$ cat src/rtl/mem_access_stage_if.sv
// Doubleword memory bus between the MEM stage (master) and the data memory (slave).
interface mem_access_stage_if;
  logic        mem_req;
  logic        mem_we;
  logic [63:0] mem_addr;
  logic [63:0] mem_wdata;
  logic [7:0]  mem_wstrb;
  logic        mem_ack;
  logic [63:0] mem_rdata;

  modport master (
    output mem_req, mem_we, mem_addr, mem_wdata, mem_wstrb,
    input  mem_ack, mem_rdata
  );

  modport slave (
    input  mem_req, mem_we, mem_addr, mem_wdata, mem_wstrb,
    output mem_ack, mem_rdata
  );
endinterface

$ cat src/rtl/mem_access_stage.sv
// Pipeline MEM stage: passes ALU results through, runs one load/store at a time on a
// request/ack bus with a 255-cycle timeout, and extracts/extends load data for writeback.
module mem_access_stage (
  input  logic                        clk,
  input  logic                        reset,
  input  logic                        valid_in,
  input  logic [63:0]                 aluResult_in,
  input  logic [63:0]                 storeData_in,
  input  logic [4:0]                  rd_in,
  input  logic [2:0]                  funct3_in,
  input  logic                        MemRead_in,
  input  logic                        MemWrite_in,
  input  logic                        MemtoReg_in,
  input  logic                        RegWrite_in,
  mem_access_stage_if.master          bus,
  output logic [63:0]                 aluResult_out,
  output logic [63:0]                 memData_out,
  output logic [4:0]                  rd_out,
  output logic                        MemtoReg_out,
  output logic                        RegWrite_out,
  output logic                        stall,
  output logic                        misalign,
  output logic                        bus_err
);

  localparam logic [1:0] IDLE = 2'd0;
  localparam logic [1:0] BUSY = 2'd1;
  localparam logic [1:0] RESP = 2'd2;

  logic [1:0]  state_q,  state_d;
  logic [7:0]  cnt_q,    cnt_d;
  logic [63:0] addr_q,   addr_d;
  logic [2:0]  funct3_q, funct3_d;
  logic [4:0]  rd_q,     rd_d;
  logic        m2r_q,    m2r_d;
  logic        rw_q,     rw_d;
  logic        store_q,  store_d;
  logic        err_q,    err_d;
  logic [63:0] wdata_q,  wdata_d;
  logic [7:0]  wstrb_q,  wstrb_d;
  logic [63:0] rdata_q,  rdata_d;

  logic        mem_op;
  logic        misaligned;
  logic [7:0]  size_mask;
  logic [63:0] lane;
  logic [63:0] load_data;

  assign mem_op = valid_in & (MemRead_in | MemWrite_in);

  // Access size comes from funct3[1:0] for both loads and stores (111 behaves as LD).
  always_comb begin
    // NOTE: every signal assigned in a combinational block gets a default first, otherwise a latch is inferred.
    size_mask  = 8'h01;
    misaligned = 1'b0;
    case (funct3_in[1:0])
      2'd0: begin size_mask = 8'h01; misaligned = 1'b0;                end
      2'd1: begin size_mask = 8'h03; misaligned = aluResult_in[0];     end
      2'd2: begin size_mask = 8'h0F; misaligned = |aluResult_in[1:0];  end
      default: begin size_mask = 8'hFF; misaligned = |aluResult_in[2:0]; end
    endcase
  end

  always_comb begin
    lane      = rdata_q >> {addr_q[2:0], 3'b000};
    load_data = lane;
    case (funct3_q)
      3'b000:  load_data = {{56{lane[7]}},  lane[7:0]};
      3'b001:  load_data = {{48{lane[15]}}, lane[15:0]};
      3'b010:  load_data = {{32{lane[31]}}, lane[31:0]};
      3'b100:  load_data = {56'd0, lane[7:0]};
      3'b101:  load_data = {48'd0, lane[15:0]};
      3'b110:  load_data = {32'd0, lane[31:0]};
      default: load_data = lane;
    endcase
  end

  always_comb begin
    state_d  = state_q;
    cnt_d    = cnt_q;
    addr_d   = addr_q;
    funct3_d = funct3_q;
    rd_d     = rd_q;
    m2r_d    = m2r_q;
    rw_d     = rw_q;
    store_d  = store_q;
    err_d    = err_q;
    wdata_d  = wdata_q;
    wstrb_d  = wstrb_q;
    rdata_d  = rdata_q;
    case (state_q)
      IDLE: begin
        if (mem_op && !misaligned) begin
          state_d  = BUSY;
          cnt_d    = 8'd0;
          addr_d   = aluResult_in;
          funct3_d = funct3_in;
          rd_d     = rd_in;
          m2r_d    = MemtoReg_in;
          rw_d     = RegWrite_in;
          store_d  = MemWrite_in;
          err_d    = 1'b0;
          rdata_d  = 64'd0;
          wdata_d  = MemWrite_in ? (storeData_in << {aluResult_in[2:0], 3'b000}) : 64'd0;
          wstrb_d  = MemWrite_in ? (size_mask << aluResult_in[2:0]) : 8'h00;
        end
      end
      BUSY: begin
        // An ack in the cycle the counter would hit 255 still completes normally.
        if (bus.mem_ack) begin
          rdata_d = bus.mem_rdata;
          state_d = RESP;
        end else if (cnt_q == 8'd254) begin
          cnt_d   = 8'd255;
          err_d   = 1'b1;
          state_d = RESP;
        end else begin
          cnt_d = cnt_q + 8'd1;
        end
      end
      RESP:    state_d = IDLE;
      default: state_d = IDLE;
    endcase
  end

  always_comb begin
    aluResult_out  = aluResult_in;
    rd_out         = rd_in;
    MemtoReg_out   = MemtoReg_in;
    RegWrite_out   = RegWrite_in & valid_in;
    memData_out    = 64'd0;
    stall          = 1'b0;
    misalign       = 1'b0;
    bus_err        = 1'b0;
    bus.mem_req    = 1'b0;
    bus.mem_we     = 1'b0;
    bus.mem_addr   = 64'd0;
    bus.mem_wdata  = 64'd0;
    bus.mem_wstrb  = 8'h00;
    case (state_q)
      IDLE: begin
        if (mem_op) begin
          RegWrite_out = 1'b0;
          misalign     = misaligned;
          stall        = ~misaligned;
        end
      end
      BUSY: begin
        aluResult_out = addr_q;
        rd_out        = rd_q;
        MemtoReg_out  = m2r_q;
        RegWrite_out  = 1'b0;
        stall         = 1'b1;
        bus.mem_req   = 1'b1;
        bus.mem_we    = store_q;
        bus.mem_addr  = {addr_q[63:3], 3'b000};
        bus.mem_wdata = wdata_q;
        bus.mem_wstrb = wstrb_q;
      end
      RESP: begin
        aluResult_out = addr_q;
        rd_out        = rd_q;
        MemtoReg_out  = m2r_q;
        RegWrite_out  = rw_q & ~store_q & ~err_q;
        memData_out   = (store_q || err_q) ? 64'd0 : load_data;
        bus_err       = err_q;
      end
      default: ;
    endcase
    // Reset must quiet the status outputs at once, even while EX still presents a request.
    if (reset) begin
      stall        = 1'b0;
      misalign     = 1'b0;
      RegWrite_out = 1'b0;
    end
  end

  // NOTE: every state register, including the captured data words, is reset so no X ever reaches the bus or writeback.
  always_ff @(posedge clk or posedge reset) begin
    if (reset) begin
      state_q  <= IDLE;
      cnt_q    <= 8'd0;
      addr_q   <= 64'd0;
      funct3_q <= 3'd0;
      rd_q     <= 5'd0;
      m2r_q    <= 1'b0;
      rw_q     <= 1'b0;
      store_q  <= 1'b0;
      err_q    <= 1'b0;
      wdata_q  <= 64'd0;
      wstrb_q  <= 8'h00;
      rdata_q  <= 64'd0;
    end else begin
      // NOTE: sequential state uses non-blocking assignments so all registers update together at the edge.
      state_q  <= state_d;
      cnt_q    <= cnt_d;
      addr_q   <= addr_d;
      funct3_q <= funct3_d;
      rd_q     <= rd_d;
      m2r_q    <= m2r_d;
      rw_q     <= rw_d;
      store_q  <= store_d;
      err_q    <= err_d;
      wdata_q  <= wdata_d;
      wstrb_q  <= wstrb_d;
      rdata_q  <= rdata_d;
    end
  end

endmodule
$ cat src/flat_wrapper.sv
// flat-port wrapper written by rule: the top's interface ports become plain ports
module mem_access_stage_flat 
  (clk, reset, valid_in, aluResult_in, storeData_in, rd_in, funct3_in, MemRead_in, MemWrite_in, MemtoReg_in, RegWrite_in, aluResult_out, memData_out, rd_out, MemtoReg_out, RegWrite_out, stall, misalign, bus_err, bus_mem_req, bus_mem_we, bus_mem_addr, bus_mem_wdata, bus_mem_wstrb, bus_mem_ack, bus_mem_rdata);
  mem_access_stage_if bus_i ();
  input  logic clk;
  input  logic reset;
  input  logic valid_in;
  input  logic [63:0] aluResult_in;
  input  logic [63:0] storeData_in;
  input  logic [4:0] rd_in;
  input  logic [2:0] funct3_in;
  input  logic MemRead_in;
  input  logic MemWrite_in;
  input  logic MemtoReg_in;
  input  logic RegWrite_in;
  output logic [63:0] aluResult_out;
  output logic [63:0] memData_out;
  output logic [4:0] rd_out;
  output logic MemtoReg_out;
  output logic RegWrite_out;
  output logic stall;
  output logic misalign;
  output logic bus_err;
  output wire logic [$bits(bus_i.mem_req)-1:0] bus_mem_req;
  output wire logic [$bits(bus_i.mem_we)-1:0] bus_mem_we;
  output wire logic [$bits(bus_i.mem_addr)-1:0] bus_mem_addr;
  output wire logic [$bits(bus_i.mem_wdata)-1:0] bus_mem_wdata;
  output wire logic [$bits(bus_i.mem_wstrb)-1:0] bus_mem_wstrb;
  input wire logic [$bits(bus_i.mem_ack)-1:0] bus_mem_ack;
  input wire logic [$bits(bus_i.mem_rdata)-1:0] bus_mem_rdata;
  assign bus_mem_req = bus_i.mem_req;
  assign bus_mem_we = bus_i.mem_we;
  assign bus_mem_addr = bus_i.mem_addr;
  assign bus_mem_wdata = bus_i.mem_wdata;
  assign bus_mem_wstrb = bus_i.mem_wstrb;
  assign bus_i.mem_ack = bus_mem_ack;
  assign bus_i.mem_rdata = bus_mem_rdata;
  mem_access_stage u_core (.clk(clk), .reset(reset), .valid_in(valid_in), .aluResult_in(aluResult_in), .storeData_in(storeData_in), .rd_in(rd_in), .funct3_in(funct3_in), .MemRead_in(MemRead_in), .MemWrite_in(MemWrite_in), .MemtoReg_in(MemtoReg_in), .RegWrite_in(RegWrite_in), .bus(bus_i), .aluResult_out(aluResult_out), .memData_out(memData_out), .rd_out(rd_out), .MemtoReg_out(MemtoReg_out), .RegWrite_out(RegWrite_out), .stall(stall), .misalign(misalign), .bus_err(bus_err));
endmodule
$ cat config.mk
export PLATFORM = sky130hd
export DESIGN_NAME = mem_access_stage_flat
export DESIGN_NICKNAME = d
export VERILOG_FILES = /design/src/rtl/mem_access_stage_if.sv /design/src/rtl/mem_access_stage.sv /design/src/flat_wrapper.sv
export SDC_FILE = /design/constraint.sdc
export NUM_CORES = 1
export LEC_CHECK = 0
export CORE_ASPECT_RATIO = 0.8
export CORE_MARGIN = 3
export CORE_UTILIZATION = 42
export CTS_CLUSTER_DIAMETER = 120
export CTS_CLUSTER_SIZE = 28
export DETAILED_ROUTE_END_ITERATION = 12
export GPL_TIMING_DRIVEN = 0
export PLACE_DENSITY_LB_ADDON = 0.25
export SLEW_MARGIN = 20
export SYNTH_ARGS = -nofsm -noshare
export SYNTH_HDL_FRONTEND = slang
export SYNTH_SLANG_ARGS = --single-unit
$ cat constraint.sdc
create_clock -name clk -period 7 [get_ports clk]
set_input_delay 1.4 -clock clk [delete_from_list [all_inputs] [get_ports clk]]
set_output_delay 1.4 -clock clk [all_outputs]
set_load 0.01 [all_outputs]
# Word level (Yosys, flattened, before mapping)
# Index checks and enable logic that the tools add are counted.
# word_totals
ff_bits	222
in_bits	208
output_inout_bits	276
word_cells	94
# op_classes
add_sub_neg	1
n_eq_ne	15
shift	3
muxes	40
bitwise_logic	8
n_reduce_logical	15
# op_table
operator	count
2-to-1 mux 64 bit	8
case mux 64 bit (6 select lines)	1
case mux 64 bit (2 select lines)	1
<< shifter 64 x 6 -> 64 bit	1
right shift 64 x 6 -> 64 bit	1
2-to-1 mux 8 bit	5
case mux 8 bit (3 select lines)	1
case mux 8 bit (2 select lines)	1
2-to-1 mux 1 bit	14
equality test 3 bit, second input constant	3
adder 8 x 1 -> 8 bit, second input constant	1
equality test 8 bit, second input constant	1
<< shifter 8 x 3 -> 8 bit	1
2-to-1 mux 2 bit	3
case mux 1 bit (3 select lines)	2
AND reduction 3 bit	2
2-to-1 mux 5 bit	1
bitwise AND 1 bit	4
equality test 2 x 1 -> 1 bit, second input constant	2
equality test 2 bit, second input constant	2
zero test 2 bit	2
inequality test 2 x 1 -> 1 bit, second input constant	2
inequality test 2 bit, second input constant	2
case mux 1 bit (2 select lines)	2
15 further kinds	19

# Longest topological paths before layout
# Gate-level depths: netlist (run 1).
# logic_depth
word_depth	6
depth_mapped	10

# Worst setup path before layout (run 1)
# OpenSTA, ideal clock, no wires.
# synth_path
path_type	input-to-output
start	input port aluResult_in[1]
end	output port stall
t_arrival_ns	2.871
t_required_ns	5.600
setup_slack_ns	2.729
path_stages	7
n_path_buf	3
cell_sequence	buf_2 or2_0 clkbuf_1 a221oi_2 clkbuf_1 nor2_1 nor2_1
# synth_between
elab_chain_cells	6
elab_cells_between_ends	7
classes_between	mux (4); bitwise (1); reduce/logical (2)
# synth_lines
element	line	source
start: declaration	flat_wrapper.sv:8	input logic [63:0] aluResult_in;
OR reduction 3 bit or OR reduction 2 bit (tied branches)	mem_access_stage.sv:60, mem_access_stage.sv:59	
case mux 1 bit (3 select lines) *	mem_access_stage.sv:56	case (funct3_in[1:0])
NOT 1 bit *	mem_access_stage.sv:145	stall = ~misaligned;
2-to-1 mux 1 bit *	mem_access_stage.sv:142	if (mem_op) begin
case mux 1 bit (2 select lines) *	mem_access_stage.sv:140	case (state_q)
2-to-1 mux 1 bit *	mem_access_stage.sv:171	if (reset) begin
end: declaration	flat_wrapper.sv:21	output logic stall;
# Mark *: on every way between the ends. The rest lies on a longest branch, timed or not.

# Worst setup path in the final report (run 1)
# layout_path
start	input port funct3_in[1]
end	output port stall
# layout_between
elab_chain_cells	6
elab_cells_between_ends	8
classes_between	eq/ne (2); mux (4); bitwise (1); reduce/logical (1)
# layout_lines
element	line	source
start: declaration	flat_wrapper.sv:11	input logic [2:0] funct3_in;
equality test 2 bit (tied with other cells)	mem_access_stage.sv:56	
case mux 1 bit (3 select lines) *	mem_access_stage.sv:56	
NOT 1 bit *	mem_access_stage.sv:145	
2-to-1 mux 1 bit *	mem_access_stage.sv:142	
case mux 1 bit (2 select lines) *	mem_access_stage.sv:140	
2-to-1 mux 1 bit *	mem_access_stage.sv:171	
# Marked as above.

==> metrics.md, run 1 <==
| Metric | Value |
|---|---|
| # resized after CTS | 0 |
| Min-Delay Path Depth | 2 |
| Worst clock skew on the final layout | ~0.014 ns |
| Share of layout cells above drive strength 1 | 8.603% |
| Worst slew pin tran | about 0.9 ns |
| Critical path's slowest cell | a221oi_2 |
| Seq/Total Area, Yosys | approximately two fifths |
| Library cell with the largest summed area after synthesis | dfrtp_1 |
| Min Tclk post-route | about 5.5 ns |
| Most instantiated flip-flop cell in the synthesis netlist | dfrtp_1 |
| Clock H-tree levels | 1 |
| Cell Count, Final, Fillers Out | 2,592 |
| Synthesis-to-finish area growth | 41.35% |
| Length of the first detailed-routing pass in iterations | 5 |
| Sum of routed wire length over all layers | between 60,000 and 70,000 um |
| Worst endpoint data arrival time | between 4 and 5 ns |
| Pin count of the biggest net entering global routing | 35 |
| Die Area | 36,230 um2 |
| Hold EP | u_core.wstrb_q[4] |
| Yosys warnings | 0 |
| Instance area after placement | ~20,000 um2 |
| Number of maximum-capacitance constraint violations | 0 |
| Post-synthesis sequential element count | about 220 |
| Req. time, crit path | between 5 and 6 ns |
| Critical Path Source | funct3_in[1] |
| Syn Area/Cell | around 8.6 um2 |
| 1st-iter DRT viols | around 1,700 |
| Total Neg Setup Slack | 0 ns |
| Clock transition time at the flip-flop clock pins of the worst setup and hold paths | 0.12 ns |
| Number of placed I/O pins | just under 500 |
| Crit Path Max Fanout | 10 |
| Count of antenna-violating nets left after detailed routing | 0 |
| Area contributors post-synth | dfrtp_1 (39%), nand2_1 (12%), mux4_2 (6.8%) |
| Crit path largest cell delay | between 0.6 and 0.7 ns |
| Buffers from clock root to sink, at most | 3 |
| Startpoint type of the worst setup path | input port |
| Sequential standard cell area | roughly 5600 um2 |
| Unique cell type count in the Yosys netlist | 52 |
| Port Buffer Count | about 480 |
| Cell Rows | 59 |
| Summed area of non-filler cells in the final layout | between 20,000 and 25,000 um2 |
| Cell chosen for the clock root | clkbuf_16 |
| Reg-to-reg endpoint | u_core.rdata_q[54] |
| Launching point of the worst reg2reg path | u_core.state_q[0] |
| Period Utilization, post-route | roughly 80% |
| Grt ovf | 0 |
| Power consumption | ~7.6 mW |
| Unrepaired setup endpoints after global routing | false |
| Post-layout utilization of the core | about three fifths |
| Multi-input combinational cell area | roughly 8100 um2 |
| Part of the power in registers | approximately a third |
| Clock buffer count from CTS | 12 |
| Switching power summed over all nets | between 3 and 4 mW |
| Max Clk Rate | 183.4 MHz |
| Final setup violating endpoints | 0 |
| Class of the tightest hold or removal check | reg -> reg |
| Run status | finished, final reports clean |
| Setup CP Type | in -> out |
| Cell Int Power | 4.203 mW |
| Height of the die | approximately 170 um |
| Fraction of registers with async set/reset | 100.0% |
| Estimated wirelength of the detail-placed design | ~50,000 um |
| Post-detailed-route DRC marker count | 0 |
| CTS tree | yes |
| Number of enable flip-flop cells after synthesis | 0 |
| Synth Instances | 1,659 |
| Wire length of the first global-routing pass | between 90,000 and 100,000 um |
| Fraction of synthesized cell area taken by the top area cell type | slightly below 40% |
| Buffer count from post-CTS setup fixing | 0 |
| FF-to-FF setup slack | just over 4 ns |
| Launch point of the worst hold path | u_core.wstrb_q[4] |
| Proportion of total power due to net switching | approximately 45% |
| Hold Fails Final Rpt | 0 |
| Routed vias | around 15,000 |
| Overall global routing resource usage | 33.40% |
| TritonCTS Sinks | roughly 220 |
| Insertion delay of the later-clocked pin in the worst-skew pair | approximately 0.49 ns |
| Fillcell total | about 2,900 |
| Width of the die | between 200 and 250 um |
| Critical path, cell by cell | clkdlybuf4s50_1, clkbuf_1, a221oi_2, clkbuf_1, nor2_1, nor2_1, clkdlybuf4s50_1 |
| Hold_buf cts | 0 |
| Final weighted congestion of routability-driven global placement | a little over 1 |
| Initial Utilization | 43.23% |
| Gate power share | a little under three fifths |
| Vias in the first global route | between 10,000 and 15,000 |
| Depth of the worst register-to-register path | 10 |
| Clk network pwr share | a little under an eighth |
| Netlist Area Pre-Place | around 14,000 um2 |
| Worst relative slew slack | roughly 40% |
| Number of antenna violations at the first check in global routing | 4 |
| Cell count after placement | 2,573 |
| Detailed-route vias per instance | between 5 and 6 |
| Kind of end point of the critical path | primary output |
| # nets final | approximately 2,400 |
| Worst supply voltage drop on vdd | roughly 280 uV |
| Cell leakage power | ~8.3 nW |
| Average wire per cell in the routed design | 24.07 um |
| Area of the core region | between 30,000 and 40,000 um2 |
| Max Transition Viols Final | 0 |
| Power density over cell area | 379.1 nW/um2 |
-- cell families (layout without fill, tap and decap cells) --
family	count (synthesis)	after routing	synth area share (%)
compound gates	363	363	15.52
simple gates	714	714	22.33
buf+inv	161	662	4.666
fa+ha+maj	6	6	0.5262
other cells	1	6	0.02629
mux	192	192	17.99
flops	222	222	38.94
-- cell usage in the layout, fill, tap and decap left out, types with 25 or more instances in the layout --
| cell type | netlist | routed |
|---|---|---|
| a211oi_1 | 34 | 34 |
| a21oi_1 | 75 | 75 |
| a22o_1 | 25 | 25 |
| and2_1 | 138 | 138 |
| clkbuf_1 | 122 | 122 |
| clkdlybuf4s50_1 | 0 | 476 |
| dfrtp_1 | 222 | 222 |
| mux2_2 | 85 | 85 |
| mux2i_1 | 64 | 64 |
| mux4_2 | 43 | 43 |
| nand2_1 | 472 | 472 |
| nor2_1 | 41 | 41 |
| nor2b_1 | 26 | 26 |
| o21ai_0 | 162 | 162 |
-- per-layer routing --
| layer | vias up | wire length (um) | global-route usage (%) |
|---|---|---|---|
| met5 | - | 13 | 0 |
| met4 | 2 | 2762 | 13.42 |
| met3 | 143 | 6945 | 9.533 |
| met2 | 870 | 27890 | 51.62 |
| met1 | 7200 | 24770 | 44.53 |
| li1 | 6687 | - | - |
-- area by class of cell --
cell class | count | area share, %
Antenna cell | 3 | 0.03723
Clock inverter | 3 | 0.2916
Sequential cell | 222 | 27.55
Timing Repair Buffer | 485 | 24.61
Buffer | 152 | 3.133
Multi-Input combinational cell | 1278 | 39.93
Tap cell | 427 | 2.649
Clock buffer | 13 | 1.613
Inverter | 9 | 0.1861
-- cell usage after synthesis, types with 2 or more instances --
| cell type | number |
|---|---|
| o211ai_1 | 3 |
| a221oi_1 | 15 |
| or2_2 | 3 |
| inv_1 | 7 |
| a221oi_2 | 2 |
| nor2_1 | 41 |
| o21ai_1 | 2 |
| a21oi_1 | 75 |
| buf_4 | 4 |
| buf_6 | 4 |
| mux2_2 | 85 |
| mux2i_1 | 64 |
| ha_1 | 6 |
| nor2b_1 | 26 |
| mux4_2 | 43 |
| a211oi_1 | 34 |
| nand4_1 | 4 |
| o22ai_1 | 2 |
| nand3_1 | 6 |
| o31ai_1 | 5 |
| buf_2 | 13 |
| a22o_1 | 25 |
| buf_1 | 9 |
| a21o_1 | 7 |
| o21ai_0 | 162 |
| a22oi_1 | 7 |
| nand2b_1 | 3 |
| a31oi_1 | 5 |
| a2bb2oi_1 | 8 |
| nand2_1 | 472 |
| o221ai_1 | 3 |
| nor3b_1 | 2 |
| o21a_1 | 2 |
| clkbuf_1 | 122 |
| and2_1 | 138 |
| a41oi_1 | 2 |
| or3_1 | 2 |
| and3_1 | 8 |
| dfrtp_1 | 222 |
| and2_0 | 4 |
-- through the flow --
step | hold WS [ns] | setup WS, ns
final | 0.4837 | 1.548
after global routing | 0.5064 | 1.387
after CTS | 0.4858 | 1.566
after detailed placement | 0.4582 | 1.567
after global placement | 0.4535 | 0.8193
after floorplan | 0.4401 | 2.704
-- worst max-delay path, delay by kind of cell --
family,cells,cell delay [ns]
and+or+nand+nor,2,0.18
buffers and inverters,4,1.83
AOI/OAI and AO/OA,1,0.64
-- power groups by stage --
stage / logic [mW] / registers, mW / clock network, mW
CTS: 4.35 / 2.36 / 0.872
global placement: 4.28 / 2.37 / 0
floorplan: 2.48 / 2.10 / 0
global route: 4.71 / 2.45 / 0.909
finish: 4.38 / 2.40 / 0.861
detailed placement: 4.33 / 2.38 / 0
-- flip-flops by register name (all words and copies together), names as in the netlist --
register	flops
u_core.addr_q	64
u_core.rdata_q	64
u_core.wdata_q	64
u_core.cnt_q	8
u_core.wstrb_q	8
u_core.rd_q	5
u_core.funct3_q	3
u_core.state_q	2
u_core.err_q	1
u_core.m2r_q	1
u_core.rw_q	1
u_core.store_q	1
-- worst max path at each step --
stage                   endpoint  slack (ns)  cells after the start
2_1_floorplan   u_core.addr_q[0]        2.70                      1
3_3_place_gp   u_core.rdata_q[5]        0.82                      2
3_5_place_dp               stall        1.57                      7
4_1_cts                    stall        1.57                      7
5_1_grt                    stall        1.39                      7
6_report                   stall        1.55                      7
No activity file was read; power rests on OpenSTA's default activity.
==> inputs of run 2 (changes only) <==
clock period = 4.6 ns   (was 7 ns; I/O delays follow)
==> run 2 against run 1 <==
  * Sequential share of layout area fell by 0.11 points
  * Worst setup slack worse by 1.5 ns
  * Clock skew up 0.0011 ns
  * Critical endpoint is now memData_out[38]
==> metrics.md, run 2 (same netlist as run 1, synthesis figures left out) <==
| Metric | Value |
|---|---|
| Run status | finished, final reports clean |
| Switching power summed over all nets | 5.245 mW (+52%) |
| Length of the first detailed-routing pass in iterations | 6 (+1) |
| Multi-input combinational cell area | 8068 um2 (+0.19%) |
| Cell Int Power | 6.408 mW (+52%) |
| TritonCTS Sinks | 222 (unchanged) |
| Class of the tightest hold or removal check | reg -> reg |
| Overall global routing resource usage | 33.42% (about the same) |
| Worst supply voltage drop on vdd | 418.0 uV (+51%) |
| Routed met2 length | 28,110 um (+0.79%) |
| Routed vias | 15,015 (+0.76%) |
| Post-detailed-route DRC marker count | 0 (unchanged) |
| Die Area | 36,230 um2 (unchanged) |
| Worst relative slew slack | 40.75% (-0.19 points) |
| Average wire per cell in the routed design | 24.10 um (+0.15%) |
| Hold Fails Final Rpt | 0 (unchanged) |
| Met1 Wirelength | 24,610 um (-0.61%) |
| Dpl ws | 0.1273 ns (-1.440 ns) |
| Final weighted congestion of routability-driven global placement | 1.022 (unchanged) |
| Unrepaired setup endpoints after global routing | true |
| Sum of routed wire length over all layers | 62,520 um (+0.23%) |
| Area of the core region | 33,000 um2 (unchanged) |
| Height of the die | 170.8 um (unchanged) |
| Synthesis-to-finish area growth | 41.90% |
| Req. time, crit path | 3.68 ns (-1.92 ns) |
| Min Tclk post-route | about 4.5 ns |
| Detailed-route vias per instance | 5.788 (+0.68%) |
| Buffers from clock root to sink, at most | 3 (unchanged) |
| Clk network pwr share | 11.3% (about the same) |
| Sequential standard cell area | 5555 um2 (unchanged) |
| Clock H-tree levels | 1 (unchanged) |
| Insertion delay of the later-clocked pin in the worst-skew pair | 0.50 ns (about the same) |
| CTS tree | yes |
| Largest registers | u_core.addr_q: 64 flops, u_core.rdata_q: 64 flops, u_core.wdata_q: 64 flops |
| Fillcell total | 2,875 (-0.69%) |
| Leading cell types in the layout, fill and taps excluded | nand2_1 (472), clkdlybuf4s50_1 (458), dfrtp_1 (222), o21ai_0 (162), and2_1 (138) |
| Clock transition time at the flip-flop clock pins of the worst setup and hold paths | 0.13 ns (about the same) |
| Cell Rows | 59 (unchanged) |
| Most common cell after layout, fill and taps aside | nand2_1 |
| Clock buffer count from CTS | 12 (unchanged) |
| Part of the power in registers | 31.4% (about the same) |
| Instance area after placement | 19,770 um2 (unchanged) |
| Number of maximum-capacitance constraint violations | 0 (unchanged) |
| Estimated wirelength of the detail-placed design | 50,140 um (unchanged) |
| Count of antenna-violating nets left after detailed routing | 0 (unchanged) |
| Setup CP Type | reg -> out |
| Grt ovf | 0 (unchanged) |
| Share of layout cells above drive strength 1 | 9.061% (+0.46 points) |
| # nets final | 2,375 (+0.042%) |
| Startpoint type of the worst setup path | flip-flop |
| Gate power share | 57.4% (about the same) |
| Cell chosen for the clock root | clkbuf_16 |
| 1st-iter DRT viols | 1,574 (-9.1%) |
| Proportion of total power due to net switching | 45.01% (about the same) |
| Number of placed I/O pins | 484 (unchanged) |
| Max Clk Rate | between 200 and 250 MHz |
| Fin worst setup slack | 0.08742 ns (-1.460 ns) |
| Max Transition Viols Final | 0 (unchanged) |
| Vias in the first global route | 14,659 (-0.020%) |
| Port Buffer Count | 476 (unchanged) |
| Worst endpoint data arrival time | 3.59 ns (-0.46 ns) |
| Crit Path Max Fanout | 10 (unchanged) |
| Wire length of the first global-routing pass | 91,090 um (about the same) |
| Number of antenna violations at the first check in global routing | 4 (unchanged) |
| Width of the die | 212.1 um (unchanged) |
| Kind of end point of the critical path | primary output |
| Cell leakage power | 8.662 nW (+3.9%) |
| Initial Utilization | 43.23% (unchanged) |
| Final setup violating endpoints | 0 (unchanged) |
| Worst slew pin tran | 0.8888 ns (+0.002841 ns) |
| Period Utilization, post-route | a little under 100% |
| Highest metal layer with signal wires | met5 |
| Summed area of non-filler cells in the final layout | 20,240 um2 (+0.39%) |
| Power density over cell area | 575.6 nW/um2 (+52%) |
| Pin count of the biggest net entering global routing | 35 (unchanged) |
| Worst clock skew on the final layout | 0.01507 ns (+0.001103 ns) |
| Met3 wire length | 7128 um (+2.6%) |
run 2: cell count changes in the layout (fill, tap and decap cells not counted), moves of 4 or more:
cell             before  now
buf_2                13    9
clkbuf_1            122  117
a21oi_1              75   71
a21oi_2               0    4
dlymetal6s2s_1        0   16
clkdlybuf4s50_1     476  458
clkbuf_2              0    5
buf_4                 4    8
run 2: power by group through the flow:
| stage | combinational (mW) | sequential [mW] | clock [mW] |
|---|---|---|---|
| after floorplan | 3.77 | 3.20 | 0 |
| after global placement | 6.51 | 3.60 | 0 |
| after detailed placement | 6.58 | 3.63 | 0 |
| after CTS | 6.62 | 3.59 | 1.33 |
| after global routing | 7.19 | 3.73 | 1.38 |
| final | 6.69 | 3.65 | 1.31 |
run 2: worst max-delay path, cell delays in order, from the launching register on:
cell and delay, ns:
dfrtp_1 0.34, buf_4 0.15, buf_2 0.28, buf_2 0.33, buf_2 0.32, mux2i_1 0.21, a21oi_1 0.39, nand2_1 0.14
a221oi_1 0.35, clkdlybuf4s50_1 0.60
run 2: cell type report:
class | instances | area share, %
Multi-Input combinational cell | 1278 | 39.85
Sequential cell | 222 | 27.44
Timing Repair Buffer | 486 | 24.73
Buffer | 152 | 3.201
Tap cell | 427 | 2.639
Clock buffer | 13 | 1.607
Clock inverter | 3 | 0.2905
Inverter | 9 | 0.1854
Antenna cell | 4 | 0.04944
run 2: stage by stage:
| stage | power (mW) | cells | setup TNS [ns] | hold WS, ns | util [%] |
|---|---|---|---|---|---|
| after global routing | 12.30 | 2593 | -0.01336 | 0.5064 | 61.34 |
| after detailed placement | 10.21 | 2573 | 0 | 0.4582 | 59.92 |
| after global placement | 10.11 | 2564 | -241.75 | 0.4535 | 59.33 |
| final | 11.65 | 2594 | 0 | 0.4860 | 61.35 |
| after floorplan | 6.971 | 1661 | 0 | 0.4401 | - |
| after CTS | 11.54 | 2589 | 0 | 0.4858 | 61.12 |
run 2: final timing paths:
kind | start | end | slack (ns) | depth (start not counted)
worst max-delay path | u_core.addr_q[0] | memData_out[38] | 0.09 | 9
max in group asynchronous | reset | u_core.addr_q[4] | 2.75 | 5
min in group asynchronous | reset | u_core.wstrb_q[4] | 0.93 | 2
worst min register to register | u_core.wstrb_q[4] | u_core.wstrb_q[4] | 0.49 | 2
worst min-delay path | u_core.wstrb_q[4] | u_core.wstrb_q[4] | 0.49 | 2
worst max register to register | u_core.state_q[0] | u_core.rdata_q[1] | 1.63 | 10
run 2: repair_timing:
action,4_1_cts,5_1_grt
resized for setup,6,31
hold buffers,0,0
setup endpoints to repair,8,53
setup buffers,0,1
run 2: metal layers:
layer | track usage, % | vias up
met3 | 9.514 | 126
met1 | 44.56 | 7294
met4 | 13.42 | 2
met5 | 0 | -
li1 | - | 6692
met2 | 51.63 | 901
